<file path="config.mk">
export PLATFORM = sky130hd
export DESIGN_NAME = frame_accum
export DESIGN_NICKNAME = d
export VERILOG_FILES = /design/src/rtl/frame_accum_pkg.sv /design/src/rtl/accum_add.sv /design/src/rtl/frame_accum.sv
export SDC_FILE = /design/constraint.sdc
export NUM_CORES = 1
export LEC_CHECK = 0
export BUFFER_PORTS_ARGS = -buffer_cell sky130_fd_sc_hd__buf_4
export CORE_MARGIN = 4
export CORE_UTILIZATION = 55
export DETAILED_ROUTE_END_ITERATION = 10
export GPL_ROUTABILITY_DRIVEN = 0
export PLACE_DENSITY = 0.82
export SYNTH_ARGS = -nofsm -noshare
export SYNTH_HDL_FRONTEND = slang
export SYNTH_HIERARCHICAL = 1
export SYNTH_SLANG_ARGS = --single-unit
</file>
<file path="constraint.sdc">
create_clock -name clk -period 6.3 [get_ports clk]
set_input_delay 0.945 -clock clk [delete_from_list [all_inputs] [get_ports clk]]
set_output_delay 0.945 -clock clk [all_outputs]
set_load 0.01 [all_outputs]
</file>
<file path="src/rtl/frame_accum_pkg.sv">
// frame_accum_pkg: shared state encoding, default widths and count-width helper for frame_accum.
package frame_accum_pkg;
  typedef enum logic {ACC, OUT} state_t;
  localparam int DATA_W_DEF = 8;
  localparam int SUM_W_DEF = 16;
  function automatic int cnt_w(input int count);
    return $clog2(count > 1 ? count : 2);
  endfunction
endpackage

</file>
<file path="src/rtl/accum_add.sv">
// accum_add: zero-extending SUM_W adder; wraps by default, saturates when FRAME_ACCUM_SAT_EN is defined.
module accum_add
  import frame_accum_pkg::*;
#(
  parameter int DATA_W = DATA_W_DEF,
  parameter int SUM_W = SUM_W_DEF
) (
  input  logic [SUM_W-1:0]  acc,
  input  logic [DATA_W-1:0] beat,
  output logic [SUM_W-1:0]  sum
);
`ifdef FRAME_ACCUM_SAT_EN
  logic [SUM_W:0] full;
  assign full = (SUM_W+1)'(acc) + (SUM_W+1)'(beat);
  // carry out means the true sum exceeded all-ones; an all-ones acc keeps saturating
  assign sum = full[SUM_W] ? '1 : full[SUM_W-1:0];
`else
  assign sum = acc + SUM_W'(beat);
`endif
endmodule

</file>
<file path="src/rtl/frame_accum.sv">
// frame_accum: sums every COUNT accepted beats into a frame total on a valid/retry port.
// Build option FRAME_ACCUM_SAT_EN selects saturating instead of wrapping addition.
module frame_accum
  import frame_accum_pkg::*;
#(
  parameter int DATA_W = DATA_W_DEF,
  parameter int SUM_W = SUM_W_DEF,
  parameter int COUNT = 4
) (
  input  logic              clk,
  input  logic              reset,
  input  logic              clear,
  input  logic [DATA_W-1:0] inp_a,
  input  logic              inpValid,
  output logic              inpRetry,
  output logic [SUM_W-1:0]  total,
  output logic              totalValid,
  input  logic              totalRetry
);
  localparam int CW = cnt_w(COUNT);
  localparam logic [CW-1:0] LAST = CW'(COUNT - 1);
  state_t state, state_nx;
  logic [SUM_W-1:0] acc, sum;
  logic [CW-1:0] cnt;
  logic in_x, out_x, fin;
  accum_add #(.DATA_W(DATA_W), .SUM_W(SUM_W)) u_add (.acc(acc), .beat(inp_a), .sum(sum));
  // a pending total blocks input only while the consumer stalls, so drain and accept overlap
  always_comb begin
    inpRetry = !reset || clear || (state == OUT && totalRetry);
    in_x = inpValid && !inpRetry;
    out_x = totalValid && !totalRetry;
    fin = in_x && cnt == LAST;
    state_nx = clear ? ACC : fin ? OUT : out_x ? ACC : state;
  end
  assign totalValid = state == OUT;
  always_ff @(posedge clk or negedge reset)
    if (!reset) begin
      state <= ACC;
      acc <= '0;
      cnt <= '0;
      total <= '0;
    end else begin
      state <= state_nx;
      if (clear) begin
        acc <= '0;
        cnt <= '0;
      end else if (fin) begin
        total <= sum;
        acc <= '0;
        cnt <= '0;
      end else if (in_x) begin
        acc <= sum;
        cnt <= cnt + 1'b1;
      end
    end
endmodule

</file>
==> impl_metrics.json, run 1 <==
{
  "cts_setup_buffers": 0,
  "grt_pass1_vias": 1671,
  "io_pins": 31,
  "synth_fp_nets": 209,
  "synth_most_common_cell": "dfrtp_1",
  "r2r_start": "acc[0]",
  "min_to": "total[10]",
  "critPathArrivalTime_ns": 2.40,
  "diodes": 0,
  "slew_viol_final": 0,
  "cts_buffers": 5,
  "placedCellCount": 251,
  "hp-class": "reg2reg",
  "setup_viol": 0,
  "place_ws_ns": 2.92,
  "start_util": 0.590,
  "ys_seq_elements": 35,
  "cp_common_cell": "buf_4",
  "netlist.area_leader.share": 0.428,
  "tns_ns": 0,
  "clock_latency_ns": 0.29,
  "yosys-top-cells-area": "dfrtp_1 (43%), mux2_4 (7.3%), nand4b_1 (6.9%)",
  "hold_viol": 0,
  "cpMaxStageDelayCell": "a21boi_2",
  "ys_types": 42,
  "place_hpwl_um": 3210,
  "antenna_found_initial": 0,
  "holdPathStages": 1,
  "drc_errors": 0,
  "first_pass_iters": 5,
  "skew_ns": 0.00608,
  "nets": 235,
  "synth_top_cells_by_count": "dfrtp_1 (35), a21oi_1 (22), o21ai_0 (19)",
  "worstSetupStartpointType": "input pin",
  "finish.utilization": 0.683,
  "finalCritPeriodShare": 0.531,
  "cts_tree": "done",
  "fmax_ghz": 0.299,
  "p_leak_nw": 1.10,
  "fp-row-count": 21,
  "finalWirelength_um": 4770,
  "crit_chain": "buf_4, a21boi_2, nand2b_1, buf_4",
  "max_stage_delay_ns": 0.72,
  "syn-cell-area_um2": 2050,
  "final_layout_size_suffix_gt1_frac": 0.291,
  "path_clk_slew_ns": 0.06,
  "layout_setup_ws_ns": 2.95,
  "ys_async_sr_fraction": 1.00,
  "worstPathRequired_ns": 5.35,
  "rsz0062_at_grt": "no",
  "status": "finished clean",
  "ys_warn_count": 6,
  "tightest_slew_ns": 1.01,
  "crit_type": "in2out",
  "overflow": 0,
  "wl_per_cell_um": 18.4,
  "crit_buf_inv": 2,
  "cp_max_fo": 37,
  "yosysSeqAreaShare": 0.428,
  "critPathTopFamily": "compound AO/OA/AOI/OAI gates",
  "cap_violations": 0,
  "hp-start": "total[10]",
  "slew_headroom": 0.322,
  "grt_max_degree": 38,
  "fp.dieH_um": 69.0,
  "die_x_um": 69.0,
  "vias_per_cell": 6.28,
  "areaGrowthSynthToFinish_pct": 15.7,
  "vdd_drop_max_v": 0.000160,
  "rrSetupSlack_ns": 3.82,
  "grtUsageTotal": 0.228,
  "coreArea_um2": 3470,
  "syn_area_per_cell_um2": 11.0,
  "p_per_area_nw_per_um2": 207,
  "grt_pass1_wl_um": 7910,
  "final_cells": 259,
  "end_kind": "output pin",
  "clock_path_buffers": 2,
  "dieArea_um2": 4760,
  "cts.sinks": 35,
  "r2r-end": "acc[12]",
  "antenna_left": 0,
  "yosysTopAreaCell": "dfrtp_1",
  "root_buffer": "clkbuf_8",
  "synth_edf_count": 0,
  "cts_resized": 0,
  "drt_iter0_drc": 63,
  "finalCriticalPeriod_ns": 3.35,
  "reg2regPathDepth": 9,
  "cts-hold-fix-buffers": 0,
  "htree_levels": 2,
  "vias": 1627,
  "port-buffer-count": 30,
  "syn_inst": 186,
  "ys.flop_type": "dfrtp_1"
}
## routing by layer
layer,part of all wire,GRT usage,vias up
li1,-,-,747
met2,0.50,0.382,69
met5,0,0,-
met4,0.018,0.109,0
met1,0.43,0.267,799
met3,0.054,0.0665,12
## cell usage in the layout (no fill, tap or decap), types with 3 or more instances in the layout
master,synthesis,routed
o2111ai_1,3,3
nand2_1,6,6
mux2_4,10,10
nand4b_1,16,16
dfrtp_1,35,35
nand3_1,5,5
clkbuf_8,0,7
buf_4,0,30
xor2_1,3,3
o21ai_0,19,19
a21oi_1,22,22
mux2_2,6,6
ha_1,9,9
xnor2_1,9,9
## state kept, by name, summed over array words and instances (netlist names)
name	cells
cnt	2
total	16
acc	16
totalValid	1
## how the worst max path moves through the flow
stage | start | endpoint | slack [ns] | cells after the start
after global routing | reset | inpRetry | 2.75 | 4
after CTS | reset | inpRetry | 2.92 | 4
final | reset | inpRetry | 2.95 | 4
after detailed placement | reset | inpRetry | 2.92 | 4
after global placement | reset | inpRetry | 2.99 | 4
after floorplan | inp_a[0] | total[8] | 3.53 | 8
## layout make-up
class	count	area (um2)
multi-input cells	138	1100
fillers	284	1100
flip-flops and latches	35	876
repair buffers	30	225
clock buffers	8	100
well taps	46	57.6
inverters	2	7.51
## per-stage QoR
step | area [um2] | hold slack, ns | total power [mW]
floorplan | 2050 | 0.519 | 0.286
finish | 2370 | 0.515 | 0.490
CTS | 2370 | 0.519 | 0.492
global route | 2370 | 0.531 | 0.512
detailed placement | 2270 | 0.500 | 0.311
global placement | 2270 | 0.493 | 0.307
## cell families after synthesis
family	Yosys count	share of synthesized area
mux	17	0.111
compound gates	59	0.177
buf+inv	13	0.0336
flops	35	0.428
xor+xnor	12	0.0514
fa+ha+maj	10	0.0648
simple gates	40	0.134
## power by group
part | leakage [nW] | internal, mW | switching (mW)
sequential | 0.485 | 0.230 | 0.00424
clock | 0.0515 | 0.0997 | 0.0811
combinational | 0.564 | 0.0293 | 0.0451
total | 1.10 | 0.359 | 0.130
Note: power is estimated with default switching activity, not from simulation.
==> run 2: changes to the inputs <==
==> constraint.sdc (replaced) <==
create_clock -name clk -period 3.25 [get_ports clk]
set_input_delay 0.4875 -clock clk [delete_from_list [all_inputs] [get_ports clk]]
set_output_delay 0.4875 -clock clk [all_outputs]
set_load 0.01 [all_outputs]
==> run 2 against run 1 <==
  * Total power is 100% higher
  * Sequential power is 93% higher
  * Highest routed layer unchanged
  * Count of clock-buffer cells in the layout is 3 lower
  * Non-clock buffer count is 3 higher
  * Global-route usage is 0.31 points lower
  * Worst hold slack worse by 0.26 ns
  * Clock power is 120% higher
==> impl_metrics.json, run 2 (synthesized netlist as in run 1, its figures left out) <==
{
  "clock_latency_ns": 0.29,
  "cts_resized": 0,
  "status": "finished clean",
  "layout_setup_ws_ns": 0.888,
  "grt_pass1_wl_um": 7910,
  "crit_type": "reg2reg",
  "p_switching_mw": 0.257,
  "path_clk_slew_ns": 0.08,
  "end_kind": "register",
  "rsz0062_at_grt": "no",
  "worstSetupStartpointType": "register",
  "place_hpwl_um": 3150,
  "finalWirelength_um": 4550,
  "cts.sinks": 35,
  "p_comb_frac": 0.146,
  "cts_setup_buffers": 0,
  "finalCritPeriodShare": 0.727,
  "cap_violations": 0,
  "slew_viol_final": 0,
  "tightest_slew_ns": 0.637,
  "p_per_area_nw_per_um2": 412,
  "final_cells": 262,
  "slew_headroom": 0.575,
  "final_layout_size_suffix_gt1_frac": 0.306,
  "skew_ns": 0.00633,
  "cts_tree": "done",
  "overflow": 0,
  "fp.dieH_um": 69.0,
  "hp-class": "in2async",
  "die_x_um": 69.0,
  "p_clk_frac": 0.396,
  "grt_max_degree": 37,
  "place_area_um2": 2290,
  "fmax_ghz": 0.423,
  "vias": 1630,
  "final_area_um2": 2400,
  "areaGrowthSynthToFinish_pct": 17.4,
  "first_pass_iters": 4,
  "grt_pass1_vias": 1688,
  "wl_per_cell_um": 17.4,
  "grtUsageTotal": 0.225,
  "p_int_mw": 0.733,
  "worstPathRequired_ns": 3.47,
  "crit_chain": "ha_1, fa_1, a21o_2, a41oi_1, a31oi_2, nand3_1, xnor2_1, nand4b_1, a21oi_1",
  "cts_buffers": 5,
  "root_buffer": "clkbuf_8",
  "diodes": 0,
  "port-buffer-count": 30,
  "start_util": 0.590,
  "nets": 238,
  "dieArea_um2": 4760,
  "drc_errors": 0,
  "finalPower_mw": 0.990,
  "hold_viol": 0,
  "clock_path_buffers": 2,
  "finalCriticalPeriod_ns": 2.36,
  "place_ws_ns": 0.717,
  "setup_viol": 0,
  "vias_per_cell": 6.22,
  "antenna_left": 0,
  "power_frac_seq": 0.458,
  "hold_ws_ns": 0.256,
  "finish.utilization": 0.693,
  "vdd_drop_max_v": 0.000266,
  "critPathArrivalTime_ns": 2.58,
  "tns_ns": 0,
  "placedCellCount": 254,
  "drt_iter0_drc": 126,
  "max_stage_delay_ns": 0.40,
  "reg_top3": "acc: 16 flops, total: 16 flops, cnt: 2 flops",
  "cpMaxStageDelayCell": "fa_1",
  "cp_max_fo": 3,
  "antenna_found_initial": 0,
  "p_leak_nw": 1.12,
  "cts-hold-fix-buffers": 0,
  "most-common-layout-cells": "dfrtp_1 (35), buf_4 (33), a21oi_1 (22), o21ai_0 (19), nand4b_1 (16)",
  "switching_share": 0.260,
  "htree_levels": 2,
  "coreArea_um2": 3470,
  "final_common_cell": "dfrtp_1",
  "io_pins": 31,
  "fp-row-count": 21
}
==> run 2: cell count changes in the layout (fill, tap and decap cells not counted) <==
cell	before	now
buf_4	30	33
clkbuf_8	7	5
bufinv_16	0	1
clkbuf_1	1	0
clkinv_2	0	1
clkinv_4	0	1
==> run 2: area by class of cell <==
| type | instances | area [um2] |
|---|---|---|
| Inverter | 2 | 7.51 |
| Multi-Input combinational cell | 138 | 1100 |
| Sequential cell | 35 | 876 |
| Tap cell | 46 | 57.6 |
| Clock buffer | 5 | 68.8 |
| Timing Repair Buffer | 33 | 248 |
| Clock inverter | 3 | 43.8 |
| Fill cell | 276 | 1070 |
==> run 2: metal layers <==
layer,GRT usage,share of wire,vias to the layer above,wire (um)
met4,0.119,0.019,0,85
li1,-,-,755,-
met5,0,0,-,0
met2,0.349,0.50,72,2300
met1,0.294,0.41,792,1860
met3,0.0486,0.069,11,314
==> run 2: worst paths after layout <==
check | start | to | slack, ns | cells after the start
setup / recovery | acc[0] | acc[14] | 0.89 | 9
hold / removal | reset | acc[10] | 0.26 | 2
setup reg to reg | acc[0] | acc[14] | 0.89 | 9
hold reg to reg | total[6] | total[6] | 0.51 | 1
max in group asynchronous | reset | acc[14] | 2.68 | 2
min in group clk | totalRetry | totalValid | 0.48 | 3
==> run 2: power by group through the flow <==
stage | Sequential [mW] | Combinational [mW] | Clock [mW]
2_1_floorplan | 0.462 | 0.0922 | 0
3_3_place_gp | 0.461 | 0.137 | 0
3_5_place_dp | 0.462 | 0.143 | 0
4_1_cts | 0.454 | 0.144 | 0.400
5_1_grt | 0.455 | 0.162 | 0.420
6_report | 0.454 | 0.144 | 0.392
==> run 2: critical path: cells and delay by family (launching register included) <==
family | cells | cell delay [ns]
flops | 1 | 0.39
fa+ha+maj | 2 | 0.63
xor+xnor | 1 | 0.15
compound gates | 4 | 0.83
simple gates | 2 | 0.28
